[src/rtl/vx_stream_pkt_arb.sv]
`default_nettype none
// ============================================================================
// Module   : vx_stream_pkt_arb
// Brief    : Weighted round-robin, packet-aware N:1 valid/ready stream
//            arbiter with an optional 2-entry skid buffer on the output.
// Revision : 1.0 - initial release
// ============================================================================
module vx_stream_pkt_arb #(
    parameter int NUM_INPUTS = 4,
    parameter int DATAW      = 32,
    parameter int WEIGHTW    = 4,
    parameter int OUT_REG    = 1,
    parameter int SELW       = (NUM_INPUTS > 1) ? $clog2(NUM_INPUTS) : 1
) (
    input  logic                          clk,
    input  logic                          reset_n,
    input  logic [NUM_INPUTS-1:0]         valid_in,
    input  logic [NUM_INPUTS*DATAW-1:0]   data_in,
    input  logic [NUM_INPUTS-1:0]         last_in,
    output logic [NUM_INPUTS-1:0]         ready_in,
    input  logic [NUM_INPUTS*WEIGHTW-1:0] weights,
    output logic                          valid_out,
    output logic [DATAW-1:0]              data_out,
    output logic                          last_out,
    output logic [SELW-1:0]               sel_out,
    input  logic                          ready_out
);

    typedef enum logic [0:0] {
        IDLE   = 1'b0,
        LOCKED = 1'b1
    } state_t;

    state_t             state;
    logic [SELW-1:0]    owner;
    logic [SELW-1:0]    ptr;
    logic [WEIGHTW-1:0] cnt;

    logic [SELW-1:0]    grant;
    logic               has_grant;
    int                 search_idx;
    logic               int_ready;

    logic               beat_valid;
    logic               beat_xfer;
    logic               beat_last;
    logic [DATAW-1:0]   beat_data;

    logic [WEIGHTW-1:0] w_raw;
    logic [WEIGHTW-1:0] w_eff;
    logic [WEIGHTW-1:0] c_cur;
    logic [WEIGHTW:0]   c_inc;
    logic [SELW-1:0]    next_ptr;
    logic [WEIGHTW-1:0] next_cnt;

    // Grant selection: owner while a packet is open, otherwise the first
    // valid input searching circularly from ptr (lowest offset wins, so the
    // loop runs backwards and the last hit is kept).
    always_comb begin
        grant      = ptr;
        has_grant  = 1'b0;
        search_idx = 0;
        if (state == LOCKED) begin
            grant     = owner;
            has_grant = 1'b1;
        end else begin
            for (int k = NUM_INPUTS - 1; k >= 0; k--) begin
                search_idx = (int'(ptr) + k) % NUM_INPUTS;
                if (valid_in[search_idx]) begin
                    grant     = SELW'(search_idx);
                    has_grant = 1'b1;
                end
            end
        end
    end

    // Only the granted input sees ready; everyone else is stalled.
    always_comb begin
        for (int i = 0; i < NUM_INPUTS; i++) begin
            ready_in[i] = int_ready & has_grant & (grant == SELW'(i));
        end
    end

    assign beat_valid = has_grant & valid_in[grant];
    assign beat_xfer  = beat_valid & int_ready;
    assign beat_last  = last_in[grant];
    assign beat_data  = data_in[int'(grant)*DATAW +: DATAW];

    // Weighted turn bookkeeping applied when a packet completes.
    always_comb begin
        w_raw = weights[int'(grant)*WEIGHTW +: WEIGHTW];
        w_eff = (w_raw == '0) ? WEIGHTW'(1) : w_raw;
        c_cur = (grant == ptr) ? cnt : '0;
        c_inc = {1'b0, c_cur} + 1'b1;
        if (c_inc < {1'b0, w_eff}) begin
            next_ptr = grant;
            next_cnt = c_inc[WEIGHTW-1:0];
        end else begin
            next_ptr = (grant == SELW'(NUM_INPUTS - 1)) ? '0 : grant + 1'b1;
            next_cnt = '0;
        end
    end

    // Arbitration FSM: lock onto an input from first beat until its last beat.
    always_ff @(posedge clk or negedge reset_n) begin
        if (!reset_n) begin
            state <= IDLE;
            owner <= '0;
            ptr   <= '0;
            cnt   <= '0;
        end else if (beat_xfer) begin
            if (beat_last) begin
                state <= IDLE;
                ptr   <= next_ptr;
                cnt   <= next_cnt;
            end else if (state == IDLE) begin
                state <= LOCKED;
                owner <= grant;
            end
        end
    end

    generate
        if (OUT_REG != 0) begin : g_out_reg
            logic             v0, v1;
            logic [DATAW-1:0] d0, d1;
            logic             l0, l1;
            logic [SELW-1:0]  s0, s1;
            logic             pop;

            // Accept only while the second slot is free; held off in reset.
            assign int_ready = reset_n & ~v1;
            assign pop       = v0 & ready_out;

            // Two-entry skid buffer; slot 0 is the output register.
            always_ff @(posedge clk or negedge reset_n) begin
                if (!reset_n) begin
                    v0 <= 1'b0;
                    v1 <= 1'b0;
                    d0 <= '0;
                    d1 <= '0;
                    l0 <= 1'b0;
                    l1 <= 1'b0;
                    s0 <= '0;
                    s1 <= '0;
                end else if (pop) begin
                    if (v1) begin
                        d0 <= d1;
                        l0 <= l1;
                        s0 <= s1;
                        v1 <= 1'b0;
                    end else if (beat_xfer) begin
                        d0 <= beat_data;
                        l0 <= beat_last;
                        s0 <= grant;
                    end else begin
                        v0 <= 1'b0;
                    end
                end else if (beat_xfer) begin
                    if (!v0) begin
                        d0 <= beat_data;
                        l0 <= beat_last;
                        s0 <= grant;
                        v0 <= 1'b1;
                    end else begin
                        d1 <= beat_data;
                        l1 <= beat_last;
                        s1 <= grant;
                        v1 <= 1'b1;
                    end
                end
            end

            assign valid_out = v0;
            assign data_out  = d0;
            assign last_out  = l0;
            assign sel_out   = s0;
        end else begin : g_out_comb
            // Zero-latency pass-through of the granted input.
            assign int_ready = reset_n & ready_out;
            assign valid_out = reset_n & beat_valid;
            assign data_out  = reset_n ? beat_data : '0;
            assign last_out  = reset_n & beat_last;
            assign sel_out   = reset_n ? grant : '0;
        end
    endgenerate

endmodule
`default_nettype wire

[config.mk]
export PLATFORM = sky130hd
export DESIGN_NAME = vx_stream_pkt_arb
export DESIGN_NICKNAME = d
export VERILOG_FILES = /design/src/rtl/vx_stream_pkt_arb.sv
export SDC_FILE = /design/constraint.sdc
export NUM_CORES = 1
export LEC_CHECK = 0
export ABC_AREA = 1
export BUFFER_PORTS_ARGS = -buffer_cell sky130_fd_sc_hd__buf_2
export CAP_MARGIN = 40
export CORE_AREA = 8 8 180 97
export DETAILED_ROUTE_END_ITERATION = 8
export DIE_AREA = 0 0 188 105
export PLACE_DENSITY = 0.62
export SETUP_SLACK_MARGIN = 0.4
export SYNTH_ARGS = -nofsm -noshare
export SYNTH_HDL_FRONTEND = slang
export SYNTH_SLANG_ARGS = --single-unit
[constraint.sdc]
create_clock -name clk -period 3.01 [get_ports clk]
set_input_delay 0.4515 -clock clk [delete_from_list [all_inputs] [get_ports clk]]
set_output_delay 0.4515 -clock clk [all_outputs]
set_load 0.05 [all_outputs]
Word level (Yosys, flattened, before mapping):

Index checks and enable logic that the tools add are counted.

* flip-flop bits (word level): 81
* input bits: 155
* output and inout bits: 40

* $add $sub $neg: 5
* $lt $le $gt $ge: 6
* equal/unequal tests: 7
* shift operators: 2
* mux-type cells: 53
* bitwise gates (word level): 16
* reduce and logical (&&, ||, !) cells: 14

Operators with widths (count)
* $mux 32: 5
* $shiftx 128x8->32: 1
* $mux 1: 27
* $mux 2: 12
* $shiftx 16x5->4: 1
* $bmux 1 s2: 6
* $lt 3x4->1 const B: 3
* $mux 4: 3
* $reduce_and 3->1: 4
* $and 1x1->1: 9
* $lt 2x3->1 const B: 2
* $reduce_bool 2->1: 3
* $reduce_or 2->1: 3
* $add 4x1->5 const B: 1
* $lt 5x4->1: 1
* $add 2x1->2 const B: 2
* $add 2x2->2 const B: 2
* $eq 2x2->1 const B: 2
* $logic_not 4->1: 1
* $ne 2x2->1 const B: 2
* $not 1->1: 4
* $reduce_and 2->1: 2
* $and 1x1->1 const A: 3
* $eq 2x1->1 const B: 1
* 3 further kinds: 3

Logic depth before layout (Yosys ltp):

Gate-level depths: netlist of the first run.

* depth after elaboration: 18
* depth in mapped cells: 26
* gate-level depth less buffers: 25

Worst setup path after synthesis of the first run:

No wires, ideal clock.

* path kind: register to output
* start point: register ptr[0]
* end point: output port ready_in[2]
* arrival: 2.574 ns
* data required time: 2.558 ns
* path slack: -0.015 ns
* stages on the path, launching flop included: 18
* buffers on the path: 5
* path through: dfrtp_1 buf_4 nand2_1 nand2_1 a21oi_1 nand2_1 nand3_1 nand2_1 nand2_2 nand2_4 nand2_2 buf_6 buf_6 buf_4 buf_4 ha_1 inv_1 nor2_1

* longest elaborated chain between the ends: 11

RTL lines
* start, declared: line 36 `logic [SELW-1:0] ptr;`
* start signal, assigned: line 114 `ptr <= next_ptr;`
* $add 2x2->2: line 68 `search_idx = (int'(ptr) + k) % NUM_INPUTS;`
* $bmux 1 s2: line 69 `if (valid_in[search_idx]) begin`
* $mux 1 (implied by the code) (2 in a row): line 69
* $mux 2 or $mux 1 (tied branches) (4 in a row): line 69
* $mux 2 or $mux 1 (tied branches): line 63 `if (state == LOCKED) begin`
* $eq 2x2->1 or $and 1x1->1 (tied branches): line 80 `ready_in[i] = int_ready & has_grant & (grant == SELW'(i));`
* $and 1x1->1 *: line 80
* end, declared: line 20 `output logic [NUM_INPUTS-1:0] ready_in,`

Mark *: on every way between the ends. The rest lies on a longest branch, timed or not. The select of a mux whose other input is x is not followed.

Final worst setup path of the first run:

* start point: register ptr[0]
* end point: register ptr[1]

* longest elaborated chain between the ends: 14

RTL lines
* $add 2x2->2: line 68
* $bmux 1 s2: line 69
* $mux 1 (implied by the code) (2 in a row): line 69
* $mux 2 (4 in a row): line 69
* $mux 2: line 63
* $shiftx 16x5->4 (tied with other cells): line 91 `w_raw = weights[int'(grant)*WEIGHTW +: WEIGHTW];`
* $logic_not 4->1 (tied with other cells): line 92 `w_eff = (w_raw == '0) ? WEIGHTW'(1) : w_raw;`
* $mux 4 (tied with other cells): line 92
* $lt 5x4->1 or $and 1x1->1 (tied branches): line 95, 85
* $mux 2 or $reduce_and 2->1 (tied branches)

Parallel ways exist; a longest one is shown, timed or not. The select of a mux whose other input is x is not followed.
A chain may end at the register's enable or synchronous reset.

==> PnR_summary.wiki, run 1 <==
{| class="wikitable"
! Metric !! Value
|-
| Run status || finished, violations left
|-
| Failing checks || setup timing
|-
| Relative max-transition margin || 59.3%
|-
| CTS root buffer || sky130_fd_sc_hd__clkbuf_16
|-
| TritonCTS Sinks || ~80
|-
| Reg-to-Reg Start || ptr[0]
|-
| Type of the most critical hold path || in -> async
|-
| Syn Nets || between 800 and 900
|-
| Number of buffers inserted for hold repair after clock tree synthesis || 0
|-
| Overflow left after global routing || 0
|-
| Mean area per synthesized cell || ~7 um2
|-
| R2r setup slk || -0.20 ns
|-
| Clock Path Buffers || 2
|-
| Mapped Cells || around 700
|-
| Via count of the first global-routing pass || 5969
|-
| Buffers and inverters on the worst path || 4
|-
| Core region area || about 15000 um2
|-
| Slew Limit Fails || 0
|-
| I/O Pins || between 150 and 200
|-
| Period utilisation layout || 107%
|-
| DR DRC count || 0
|-
| Time the final worst path needs with I/O delays and setup || 3.21 ns
|-
| Total global-route track usage || slightly above 20%
|-
| Category of the worst setup path capture point || flip-flop
|-
| Relative area change from synthesis to final layout || 74.1%
|-
| Maximum number of pins on one net before global-route repair || 46
|-
| Number of buffers created by CTS || 9
|-
| Count leader, synth || sky130_fd_sc_hd__nand2_1
|-
| Top cell types by occurrence after synthesis || 168 x sky130_fd_sc_hd__nand2_1, 156 x sky130_fd_sc_hd__o21ai_0, 81 x sky130_fd_sc_hd__dfrtp_1, 81 x sky130_fd_sc_hd__nor2_1, 60 x sky130_fd_sc_hd__inv_1
|-
| Detailed placer's ending HPWL || around 12 mm
|-
| Clk_lat worst skew || ~0.34 ns
|-
| Proportion of synthesized chip area in sequential cells || approximately two fifths
|-
| TritonCTS clock tree || built
|-
| Y dimension of the die || about 110 um
|-
| DR vias/cell || around 5.0
|-
| Cell Rows || 32
|-
| Met2 WL || a little under 9 mm
|-
| Pin slew with the least headroom to its limit || 0.610 ns
|-
| Critical Path Start || ptr[0]
|-
| Max incr delay on CP || ~0.48 ns
|-
| Number of distinct standard cells referenced by the synthesized netlist || 30
|-
| Top cell type's share of synthesized area || 40.1%
|-
| Async set-or-reset flop fraction in the synthesized netlist || 100%
|-
| ANT cells || 0
|-
| Port bufs || roughly 190
|-
| Cell accounting for the most synthesized area || sky130_fd_sc_hd__dfrtp_1
|-
| Number of violations reported at the end of detailed-routing iteration 0 || roughly 380
|-
| Met3 routed WL || about 1.7 mm
|-
| End point of the critical path || ptr[1]
|-
| Die ar. || about 20000 um2
|-
| Total length of routed wires || ~21 mm
|-
| Minimum setup slack in the final design || -0.203 ns
|-
| Largest clock skew in the final design || 0.00974 ns
|-
| Final-report hold violation count || 0
|-
| DR top layer || met4
|-
| Antenna violations before repair || 0
|-
| H-tree level count || 3
|-
| Final GP Congestion || about 0.86
|-
| Count of cells along the worst register-to-register path || 24
|-
| # setup viols final || 80
|-
| Fraction of the core area covered by cells at the end of the flow || about three fifths
|-
| Placed instance count || between 1000 and 1500
|-
| Final net count || 1145
|-
| Highest achievable clock rate || 0.311 GHz
|-
| Ratio of cells with drive above 1 in the final layout || approximately 50%
|-
| Post-synth EDFFs || 0
|-
| Gate family responsible for the most delay along the worst path || simple AND/OR/NAND/NOR gates
|-
| WL per Instance || 17.6 um
|-
| Post-DRT Antenna Nets || 0
|-
| Number of flip-flops and latches in the synthesized netlist || between 80 and 90
|-
| CTS clock-pin slew for the worst setup and hold paths || 0.06 ns
|-
| Worst EP required || 3.24 ns
|-
| Worst slack at placement || -0.135 ns
|-
| Maximum net fanout on the critical path || 7
|-
| Max-capacitance violation count || 0
|-
| Design Power || between 10 and 15 mW
|-
| Number of non-filler instances in the completed layout || 1189
|-
| Arrival time of data at the critical path endpoint || around 3.4 ns
|-
| Wire length of the first global-routing pass || 32.4 mm
|-
| Setup repair after global routing missed its margin || true
|-
| Worst VDD drop || ~0.61 mV
|-
| Dominant synthesized flop cell || sky130_fd_sc_hd__dfrtp_1
|-
| Effective utilization at floorplan || between 30% and 40%
|-
| Met1 wire length || between 10 and 15 mm
|-
| Number of vias after detailed routing || 6003
|-
| Critical path class || reg -> reg
|-
| Synth warn || 0
|-
| Number of gates on the worst path with buffers counted || 24
|-
| First-pass iteration count of the detailed router || 7
|-
| Worst setup SP type || flip-flop
|-
| Ordered list of cells on the worst path || buf_6 > o21ai_4 > nand2_2 > nand3_2 > o21ai_1 > nand2_1 > nand2_2 > nand2_4 > inv_4 > nand2_2 > nand2_2 > nor2_4 > inv_4 > nor2_4 > ha_4 > xnor2_2 > ha_1 > a21oi_2 > o211ai_1 > inv_1 > nand2_2 > nand2_1 > nand3_2 > nand2_1
|-
| LEAKAGE || 4.33 nW
|-
| Critical Path Most Common Cell || sky130_fd_sc_hd__nand2_2
|-
| Pwr dens || 1360 nW/um2
|-
| Post-synth design cell area || 5060 um2
|-
| Sum of negative setup slack || -8.64 ns
|-
| Top area cells in the synthesized netlist || sky130_fd_sc_hd__dfrtp_1 40%, sky130_fd_sc_hd__o21ai_0 15%, sky130_fd_sc_hd__nand2_1 12%, sky130_fd_sc_hd__nor2_1 6.0%, sky130_fd_sc_hd__inv_1 4.5%
|-
| Die outline width || around 190 um
|-
| Cell type of the slowest stage on the worst timing path || sky130_fd_sc_hd__dfrtp_2
|-
| Capture instance of the worst register-to-register path || ptr[1]
|}
## area by class of cell
type	instances	area, um2
inverter	63	259
timing repair buffer	297	2550
tap	204	255
clock buffer	11	253
clock inverter	3	65.1
sequential	81	2030
multi-input combinational	530	3400
fill	1308	6130
## power by group
part	switching [mW]	leakage, nW	internal (mW)
Clock	0.435	0.157	0.761
Combinational	5.30	3.19	3.53
Sequential	0.334	0.987	1.64
Total	6.07	4.33	5.93
## how the worst min path moves through the flow
stage | slack, ns | depth (start not counted) | end | from
after floorplan | 0.16 | 0 | cnt[0] | reset_n
after global placement | 0.47 | 2 | data_out[0] | data_out[0]
after detailed placement | 0.47 | 2 | data_out[14] | data_out[14]
after CTS | 0.19 | 2 | data_out[20] | reset_n
after global routing | 0.22 | 2 | g_out_reg.d1[20] | reset_n
final | 0.18 | 2 | g_out_reg.d1[20] | reset_n
## kinds of logic after synthesis
kind of cell / share of synthesized area [%]
AOI/OAI and AO/OA: 23.9
xor gates and xnor gates: 0.346
adders and majority gates: 1.98
buffers and inverters: 9.79
DFF: 40.1
muxes: 0.297
and+or+nand+nor: 23.6
## what timing repair did
item	4_1_cts	5_1_grt
setup buffers	48	2
endpoints found under the setup margin	83	85
cloned	21	1
pin swaps	33	29
endpoints found under the hold margin	0	0
resized for setup	247	96
## registers in the layout, summed over array words and instances, names as in the netlist
register / count
state: 1
data_out: 32
valid_out: 1
ptr: 2
g_out_reg.l1: 1
cnt: 4
last_out: 1
g_out_reg.s1: 2
g_out_reg.v1: 1
owner: 2
g_out_reg.d1: 32
sel_out: 2
## through the flow
step / hold slack (ns) / area, um2
after floorplan: 0.156 / 5140
after global placement: 0.465 / 6390
after detailed placement: 0.471 / 6390
after CTS: 0.194 / 8350
after global routing: 0.223 / 8800
final: 0.183 / 8800
## metal layers
layer / vias to the layer above / global-route usage [%]
met5: - / 0
li1: 2934 / -
met1: 2826 / 28.9
met2: 221 / 29.9
met3: 22 / 6.64
met4: 0 / 3.64
## layout by cell type (no fill, tap or decap), types with 9 or more instances in the layout
master | netlist | final
sky130_fd_sc_hd__buf_2 | 13 | 189
sky130_fd_sc_hd__buf_12 | 0 | 18
sky130_fd_sc_hd__nand3_1 | 29 | 23
sky130_fd_sc_hd__nand2_4 | 3 | 47
sky130_fd_sc_hd__o21ai_2 | 0 | 41
sky130_fd_sc_hd__o21ai_1 | 22 | 36
sky130_fd_sc_hd__buf_6 | 6 | 28
sky130_fd_sc_hd__o22ai_1 | 36 | 27
sky130_fd_sc_hd__o22ai_2 | 0 | 9
sky130_fd_sc_hd__clkbuf_16 | 0 | 10
sky130_fd_sc_hd__inv_1 | 60 | 54
sky130_fd_sc_hd__buf_4 | 6 | 36
sky130_fd_sc_hd__nand2_1 | 168 | 86
sky130_fd_sc_hd__dfrtp_1 | 81 | 79
sky130_fd_sc_hd__nand2_2 | 5 | 41
sky130_fd_sc_hd__o21ai_0 | 156 | 99
sky130_fd_sc_hd__buf_16 | 0 | 19
sky130_fd_sc_hd__nor2_4 | 1 | 9
sky130_fd_sc_hd__nor2_1 | 81 | 72
No activity file was read; power rests on OpenSTA's default activity.
==> inputs of run 2 (changes only) <==
--- a/config.mk
+++ b/config.mk
@@ -8,10 +8,10 @@
 export ABC_AREA = 1
 export BUFFER_PORTS_ARGS = -buffer_cell sky130_fd_sc_hd__buf_2
 export CAP_MARGIN = 40
-export CORE_AREA = 8 8 180 97
+export CORE_AREA = 8 8 169 91
 export DETAILED_ROUTE_END_ITERATION = 8
-export DIE_AREA = 0 0 188 105
-export PLACE_DENSITY = 0.62
+export DIE_AREA = 0 0 177 99
+export PLACE_DENSITY = 0.69
 export SETUP_SLACK_MARGIN = 0.4
 export SYNTH_ARGS = -nofsm -noshare
 export SYNTH_HDL_FRONTEND = slang
==> run 2 against run 1 <==
Net effect: the run still ends with setup timing left; sequential share of layout area is 0.49 points higher; hold slack better by 0.041 ns; clock power hardly changed; critical path depth stayed put; clock skew is 0.0031 ns lower; clock-buffer cell count is 2 lower; non-clock buffer count stayed put; core utilization is 6.9 points higher; combinational power is 4.1% lower; via count is 0.38% lower; largest power group unchanged; power is 2.9% lower; highest routed layer unchanged.
==> PnR_summary.wiki, run 2 (same netlist as run 1, synthesis figures left out) <==
{| class="wikitable"
! Metric !! Value
|-
| Run status || finished, violations left
|-
| Failing checks || setup timing
|-
| Die ar. || approximately 18000 um2
|-
| Highest-count cells in the layout ignoring fill and taps || 189 x sky130_fd_sc_hd__buf_2, 99 x sky130_fd_sc_hd__o21ai_0, 87 x sky130_fd_sc_hd__nand2_1, 79 x sky130_fd_sc_hd__dfrtp_1, 73 x sky130_fd_sc_hd__nor2_1
|-
| I/O Pins || between 150 and 200
|-
| Max-capacitance violation count || 0
|-
| Maximum number of pins on one net before global-route repair || 42
|-
| Clock Path Buffers || 2
|-
| TritonCTS clock tree || built
|-
| Number of inserted filler cells in the final layout || around 1100
|-
| End point of the critical path || ptr[0]
|-
| Via count of the first global-routing pass || 5716
|-
| Worst EP required || 3.22 ns
|-
| R2r setup slk || -0.10 ns
|-
| Final design area excluding fillers || ~8600 um2
|-
| Die outline width || around 180 um
|-
| Internal Pwr Total || 5.88 mW
|-
| Arrival time of data at the critical path endpoint || roughly 3.3 ns
|-
| Most common cell after layout, fill and taps aside || sky130_fd_sc_hd__buf_2
|-
| Critical path class || reg -> reg
|-
| Share of power burned in registers || roughly 17%
|-
| Port bufs || between 150 and 200
|-
| CTS clock-pin slew for the worst setup and hold paths || 0.06 ns
|-
| Worst VDD drop || 0.735 mV
|-
| Setup repair after global routing missed its margin || true
|-
| Relative max-transition margin || roughly two thirds
|-
| Detailed placer's ending HPWL || roughly 12 mm
|-
| TritonCTS Sinks || a little over 80
|-
| Clk_lat worst skew || around 0.33 ns
|-
| Core region area || 13100 um2
|-
| Largest clock skew in the final design || between 0.006 and 0.007 ns
|-
| Relative area change from synthesis to final layout || 70.4%
|-
| Y dimension of the die || 99 um
|-
| Slew Limit Fails || 0
|-
| Final-report hold violation count || 0
|-
| WL per Instance || roughly 17 um
|-
| Number of vias after detailed routing || approximately 6000
|-
| First-pass iteration count of the detailed router || 5
|-
| Total global-route track usage || about a fifth
|-
| Overflow left after global routing || 0
|-
| Design Power || roughly 12 mW
|-
| Total net switching power || 5.77 mW
|-
| Fraction of the core area covered by cells at the end of the flow || 65.8%
|-
| LEAKAGE || about 4.3 nW
|-
| CTS root buffer || sky130_fd_sc_hd__clkbuf_16
|-
| Net switching fraction of the power || 49.5%
|-
| Worst slack at placement || -0.174 ns
|-
| Pwr dens || between 1000 and 1500 nW/um2
|-
| Cell Rows || 30
|-
| Count of cells along the worst register-to-register path || 24
|-
| # setup viols final || 43
|-
| Post-DRT Antenna Nets || 0
|-
| Worst setup SP type || flip-flop
|-
| Maximum net fanout on the critical path || 6
|-
| DR vias/cell || ~5.2
|-
| DR DRC count || 0
|-
| Hold Slack || around 0.22 ns
|-
| Sum of negative setup slack || -1.31 ns
|-
| Category of the worst setup path capture point || flip-flop
|-
| Placed instance count || about 1100
|-
| Placed Area || around 6400 um2
|-
| Reg-to-Reg Start || ptr[0]
|-
| Period utilisation layout || 103%
|-
| Minimum setup slack in the final design || -0.100 ns
|-
| Antenna violations before repair || 0
|-
| Ratio of cells with drive above 1 in the final layout || between 40% and 50%
|-
| H-tree level count || 3
|-
| Wire length of the first global-routing pass || 29.8 mm
|-
| Number of buffers created by CTS || 9
|-
| Total length of routed wires || ~20 mm
|-
| Final GP Congestion || 0.859
|-
| Highest achievable clock rate || ~0.32 GHz
|-
| Effective utilization at floorplan || around two fifths
|-
| Critical Path Start || ptr[0]
|-
| Pin slew with the least headroom to its limit || roughly 0.52 ns
|-
| Number of non-filler instances in the completed layout || about 1200
|-
| Capture instance of the worst register-to-register path || ptr[0]
|-
| Time the final worst path needs with I/O delays and setup || around 3.1 ns
|-
| Number of violations reported at the end of detailed-routing iteration 0 || 376
|-
| Combinational fraction of design power || between 70% and 80%
|-
| Type of the most critical hold path || in -> async
|-
| Power share of the clock group || 10.4%
|-
| ANT cells || 0
|-
| Final net count || between 1000 and 1500
|}
[run 2: cell count changes in the layout (fill, tap and decap cells not counted), sizes merged]
cell | previous run | this run
nand2 | 177 | 176
bufinv | 2 | 3
buf | 295 | 290
dlygate4sd3 | 0 | 1
bufbuf | 1 | 3
[run 2: metal layers]
| metal | global-route usage, % | vias to the layer above | part of all wire, % |
|---|---|---|---|
| li1 | - | 2916 | - |
| met1 | 29.7 | 2781 | 47 |
| met2 | 31.7 | 259 | 44 |
| met3 | 5.65 | 24 | 8.0 |
| met4 | 4.50 | 0 | 1.2 |
| met5 | 0 | - | 0 |
[run 2: final cells by class]
cell class / count / area (um2) / share of cell area (%)
Clock inverter: 4 / 95.1 / 1.10
Sequential cell: 81 / 2030 / 23.5
Timing Repair Buffer: 297 / 2520 / 29.3
Multi-Input combinational cell: 529 / 3270 / 38.0
Tap cell: 176 / 220 / 2.55
Clock buffer: 9 / 225 / 2.61
Inverter: 63 / 254 / 2.95
[run 2: how the worst min path moves through the flow]
| stage | start | end | depth (start not counted) |
|---|---|---|---|
| floorplan | reset_n | cnt[0] | 0 |
| global placement | reset_n | data_out[0] | 1 |
| detailed placement | reset_n | data_out[0] | 1 |
| CTS | reset_n | g_out_reg.d1[27] | 2 |
| global route | reset_n | g_out_reg.d1[27] | 2 |
| finish | reset_n | g_out_reg.d1[27] | 2 |
[run 2: repair_timing]
| item | 4_1_cts | 5_1_grt |
|---|---|---|
| endpoints found under the setup margin | 83 | 85 |
| pin swaps | 18 | 24 |
| buffers inserted | 36 | 12 |
| endpoints found under the hold margin | 8 | 0 |
| gates cloned | 18 | 4 |
| hold buffers | 1 | 0 |
| resized for setup | 153 | 153 |
[run 2: power by group through the flow]
stage / clock network (mW) / logic, mW / registers, mW
floorplan: 0 / 3.41 / 2.65
global placement: 0 / 5.54 / 1.88
global route: 1.28 / 9.16 / 2.03
CTS: 1.23 / 7.21 / 1.89
finish: 1.21 / 8.47 / 1.97
detailed placement: 0 / 5.58 / 1.89
[run 2: worst max-delay path, stage by stage (launching register included)]
cell and delay, ns:
sky130_fd_sc_hd__dfrtp_2 0.47, sky130_fd_sc_hd__buf_6 0.15, sky130_fd_sc_hd__nand2_4 0.06, sky130_fd_sc_hd__nand2_2 0.08, sky130_fd_sc_hd__a21oi_2 0.17, sky130_fd_sc_hd__nand2_2 0.10
sky130_fd_sc_hd__nand4_1 0.11, sky130_fd_sc_hd__nand2_2 0.08, sky130_fd_sc_hd__nand2_4 0.10, sky130_fd_sc_hd__nand2_4 0.07, sky130_fd_sc_hd__nand2_2 0.08, sky130_fd_sc_hd__nand2_2 0.06
sky130_fd_sc_hd__nor2_4 0.15, sky130_fd_sc_hd__inv_4 0.07, sky130_fd_sc_hd__nor2_4 0.13, sky130_fd_sc_hd__ha_4 0.18, sky130_fd_sc_hd__xnor2_4 0.08, sky130_fd_sc_hd__ha_4 0.28
sky130_fd_sc_hd__a21oi_2 0.05, sky130_fd_sc_hd__o211ai_1 0.15, sky130_fd_sc_hd__inv_1 0.09, sky130_fd_sc_hd__nand2_2 0.11, sky130_fd_sc_hd__nand2_1 0.06, sky130_fd_sc_hd__nand3_1 0.07
sky130_fd_sc_hd__nand2_1 0.05
==> inputs of run 3 (changes only) <==
--- a/config.mk
+++ b/config.mk
@@ -8,10 +8,13 @@
 export ABC_AREA = 1
 export BUFFER_PORTS_ARGS = -buffer_cell sky130_fd_sc_hd__buf_2
 export CAP_MARGIN = 40
-export CORE_AREA = 8 8 169 91
+export CELL_PAD_IN_SITES_DETAIL_PLACEMENT = 0
+export CELL_PAD_IN_SITES_GLOBAL_PLACEMENT = 1
+export CORE_AREA = 8 8 190 102
 export DETAILED_ROUTE_END_ITERATION = 8
-export DIE_AREA = 0 0 177 99
-export PLACE_DENSITY = 0.69
+export DIE_AREA = 0 0 198 110
+export MAX_ROUTING_LAYER = met4
+export PLACE_DENSITY = 0.76
 export SETUP_SLACK_MARGIN = 0.4
 export SYNTH_ARGS = -nofsm -noshare
 export SYNTH_HDL_FRONTEND = slang
==> run 3 against run 2 <==
Net effect: the flow still finishes with violations (setup timing); final cell count rose by 3.9%; flip-flop and latch count unchanged; global-route usage decreased by 2.7 points; hold slack better by 0.26 ns; clock-buffer cell count unchanged; clock power fell by 6%; register-to-register slack better by 0.09 ns; largest power group unchanged.
==> PnR_summary.wiki, run 3 (same netlist as run 1, synthesis figures left out) <==
{| class="wikitable"
! Metric !! Value
|-
| Run status || finished, violations left
|-
| Failing checks || setup timing
|-
| Minimum setup slack in the final design || -0.00930 ns
|-
| TritonCTS clock tree || built
|-
| Effective utilization at floorplan || between 30% and 40%
|-
| Wire length of the first global-routing pass || approximately 30 mm
|-
| Design Power || about 11 mW
|-
| Max-capacitance violation count || 0
|-
| TritonCTS Sinks || slightly above 80
|-
| Ratio of cells with drive above 1 in the final layout || a little under two fifths
|-
| Final GP Congestion || a little under 0.9
|-
| Die ar. || roughly 22000 um2
|-
| Relative area change from synthesis to final layout || 58.2%
|-
| Antenna violations before repair || 1
|-
| R2r setup slk || -0.009 ns
|-
| Relative max-transition margin || between 60% and 70%
|-
| Largest clock skew in the final design || 0.00687 ns
|-
| Pwr dens || around 1300 nW/um2
|-
| H-tree level count || 3
|-
| Post-DRT Antenna Nets || 0
|-
| Total global-route track usage || a little under a fifth
|-
| Type of the most critical hold path || reg -> reg
|-
| Worst EP required || about 3.2 ns
|-
| LEAKAGE || approximately 3.9 nW
|-
| Number of inserted filler cells in the final layout || 1685
|-
| Sum of negative setup slack || -0.00930 ns
|-
| WL per Instance || between 15 and 20 um
|-
| Y dimension of the die || approximately 110 um
|-
| Number of buffers created by CTS || 9
|-
| Time the final worst path needs with I/O delays and setup || roughly 3.0 ns
|-
| Pin slew with the least headroom to its limit || around 0.59 ns
|-
| Setup repair after global routing missed its margin || true
|-
| End point of the critical path || ptr[0]
|-
| Final net count || roughly 1100
|-
| Detailed placer's ending HPWL || around 13 mm
|-
| Highest-count cells in the layout ignoring fill and taps || 189 x sky130_fd_sc_hd__buf_2, 145 x sky130_fd_sc_hd__nand2_1, 129 x sky130_fd_sc_hd__o21ai_0, 79 x sky130_fd_sc_hd__dfrtp_1, 73 x sky130_fd_sc_hd__nor2_1
|-
| Core region area || about 17000 um2
|-
| Via count of the first global-routing pass || 5605
|-
| Period utilisation layout || 100%
|-
| Die outline width || a little under 200 um
|-
| Slew Limit Fails || 0
|-
| CTS root buffer || sky130_fd_sc_hd__clkbuf_16
|-
| Hold path startpoint || data_out[29]
|-
| Worst VDD drop || ~0.55 mV
|-
| Final-report hold violation count || 0
|-
| Overflow left after global routing || 0
|-
| Maximum number of pins on one net before global-route repair || 63
|-
| Maximum net fanout on the critical path || 8
|-
| I/O Pins || a little under 200
|-
| Clock Path Buffers || 2
|-
| Capture instance of the worst register-to-register path || ptr[0]
|-
| Number of violations reported at the end of detailed-routing iteration 0 || approximately 350
|-
| Hold Slack || between 0.4 and 0.5 ns
|-
| CTS clock-pin slew for the worst setup and hold paths || 0.07 ns
|-
| Arrival time of data at the critical path endpoint || roughly 3.2 ns
|-
| Worst setup SP type || flip-flop
|-
| Port bufs || 194
|-
| Category of the worst setup path capture point || flip-flop
|-
| Total length of routed wires || 20.6 mm
|-
| DR vias/cell || approximately 4.8
|-
| # setup viols final || 1
|-
| Cell Rows || 34
|-
| First-pass iteration count of the detailed router || 5
|-
| Clk_lat worst skew || roughly 0.33 ns
|-
| Highest achievable clock rate || 0.331 GHz
|-
| Fraction of the core area covered by cells at the end of the flow || between 40% and 50%
|-
| Critical path class || reg -> reg
|-
| Number of vias after detailed routing || around 5700
|-
| Most common cell after layout, fill and taps aside || sky130_fd_sc_hd__buf_2
|-
| DR DRC count || 0
|-
| Critical Path Start || ptr[0]
|-
| Count of cells along the worst register-to-register path || 24
|-
| Reg-to-Reg Start || ptr[0]
|}
[run 3: changes by cell type in the layout (fill, tap and decap cells not counted), sizes merged]
cell,previous run,this run
bufinv,3,1
diode,0,1
clkbuf,12,13
inv,63,67
buf,290,269
clkinv,1,2
nand2,176,177
bufbuf,3,5
[run 3: how the worst min path moves through the flow]
stage	endpoint	slack [ns]	cells past startpoint
floorplan	cnt[0]	0.16	0
CTS	data_out[16]	0.49	2
detailed placement	g_out_reg.d1[29]	0.33	1
finish	data_out[29]	0.48	2
global route	data_out[0]	0.51	2
global placement	g_out_reg.d1[29]	0.33	1
[run 3: repair_timing]
action | 4_1_cts | 5_1_grt
endpoints found under the hold margin | 15 | 0
gates resized for setup | 79 | 46
setup endpoints to repair | 83 | 83
setup buffers | 22 | 9
gates cloned | 13 | 6
pin swaps | 22 | 17
hold buffers | 1 | 0
[run 3: layout make-up]
type / instances / area, um2 / area share, %
multi-input cells: 530 / 2850 / 35.5
repair buffers: 279 / 2280 / 28.5
flip-flops and latches: 81 / 2030 / 25.4
well taps: 234 / 293 / 3.66
inverters: 63 / 246 / 3.08
clock buffers: 9 / 225 / 2.81
clock inverters: 7 / 82.6 / 1.03
diodes: 1 / 2.50 / 0.0313
[run 3: power by group]
group          total (mW)  switching [mW]  internal (mW)
clock                1.14           0.485          0.658
sequential           1.88           0.248           1.63
combinational        7.77            4.69           3.08
[run 3: worst max-delay path, stage by stage, from the launching register on]
cell	delay [ns]
sky130_fd_sc_hd__dfrtp_2	0.45
sky130_fd_sc_hd__buf_12	0.16
sky130_fd_sc_hd__nand2_4	0.08
sky130_fd_sc_hd__nand3_2	0.10
sky130_fd_sc_hd__nand2_2	0.09
sky130_fd_sc_hd__nand3_2	0.08
sky130_fd_sc_hd__nand4_1	0.10
sky130_fd_sc_hd__nand2_2	0.07
sky130_fd_sc_hd__nand2_4	0.09
sky130_fd_sc_hd__nand2_4	0.07
sky130_fd_sc_hd__nand2_2	0.08
sky130_fd_sc_hd__nand2_2	0.06
sky130_fd_sc_hd__nor2_4	0.14
sky130_fd_sc_hd__inv_4	0.07
sky130_fd_sc_hd__nor2_4	0.14
sky130_fd_sc_hd__ha_4	0.16
sky130_fd_sc_hd__xnor2_2	0.07
sky130_fd_sc_hd__ha_1	0.31
sky130_fd_sc_hd__nand2_1	0.06
sky130_fd_sc_hd__nor2_1	0.13
sky130_fd_sc_hd__nand2_2	0.10
sky130_fd_sc_hd__nand2_4	0.12
sky130_fd_sc_hd__nand2_1	0.06
sky130_fd_sc_hd__nand3_1	0.06
sky130_fd_sc_hd__nand2_1	0.05
[run 3: metal layers]
metal  share of wire, %  vias to the layer above  GRT usage [%]
met1                 50                     2626           26.0
met2                 40                      224           26.0
li1                   -                     2879              -
met4               0.94                        0           3.02
met5                  0                        -              -
met3                9.0                       16           5.52
[run 3: metrics by stage]
step           cells  setup WS [ns]  area (um2)
3_3_place_gp    1135         -0.140        6480
6_report        1204       -0.00930        8010
5_1_grt         1204         -0.200        8010
4_1_cts         1188        0.00727        7690
3_5_place_dp    1136         -0.202        6500
2_1_floorplan    719          0.110        5140
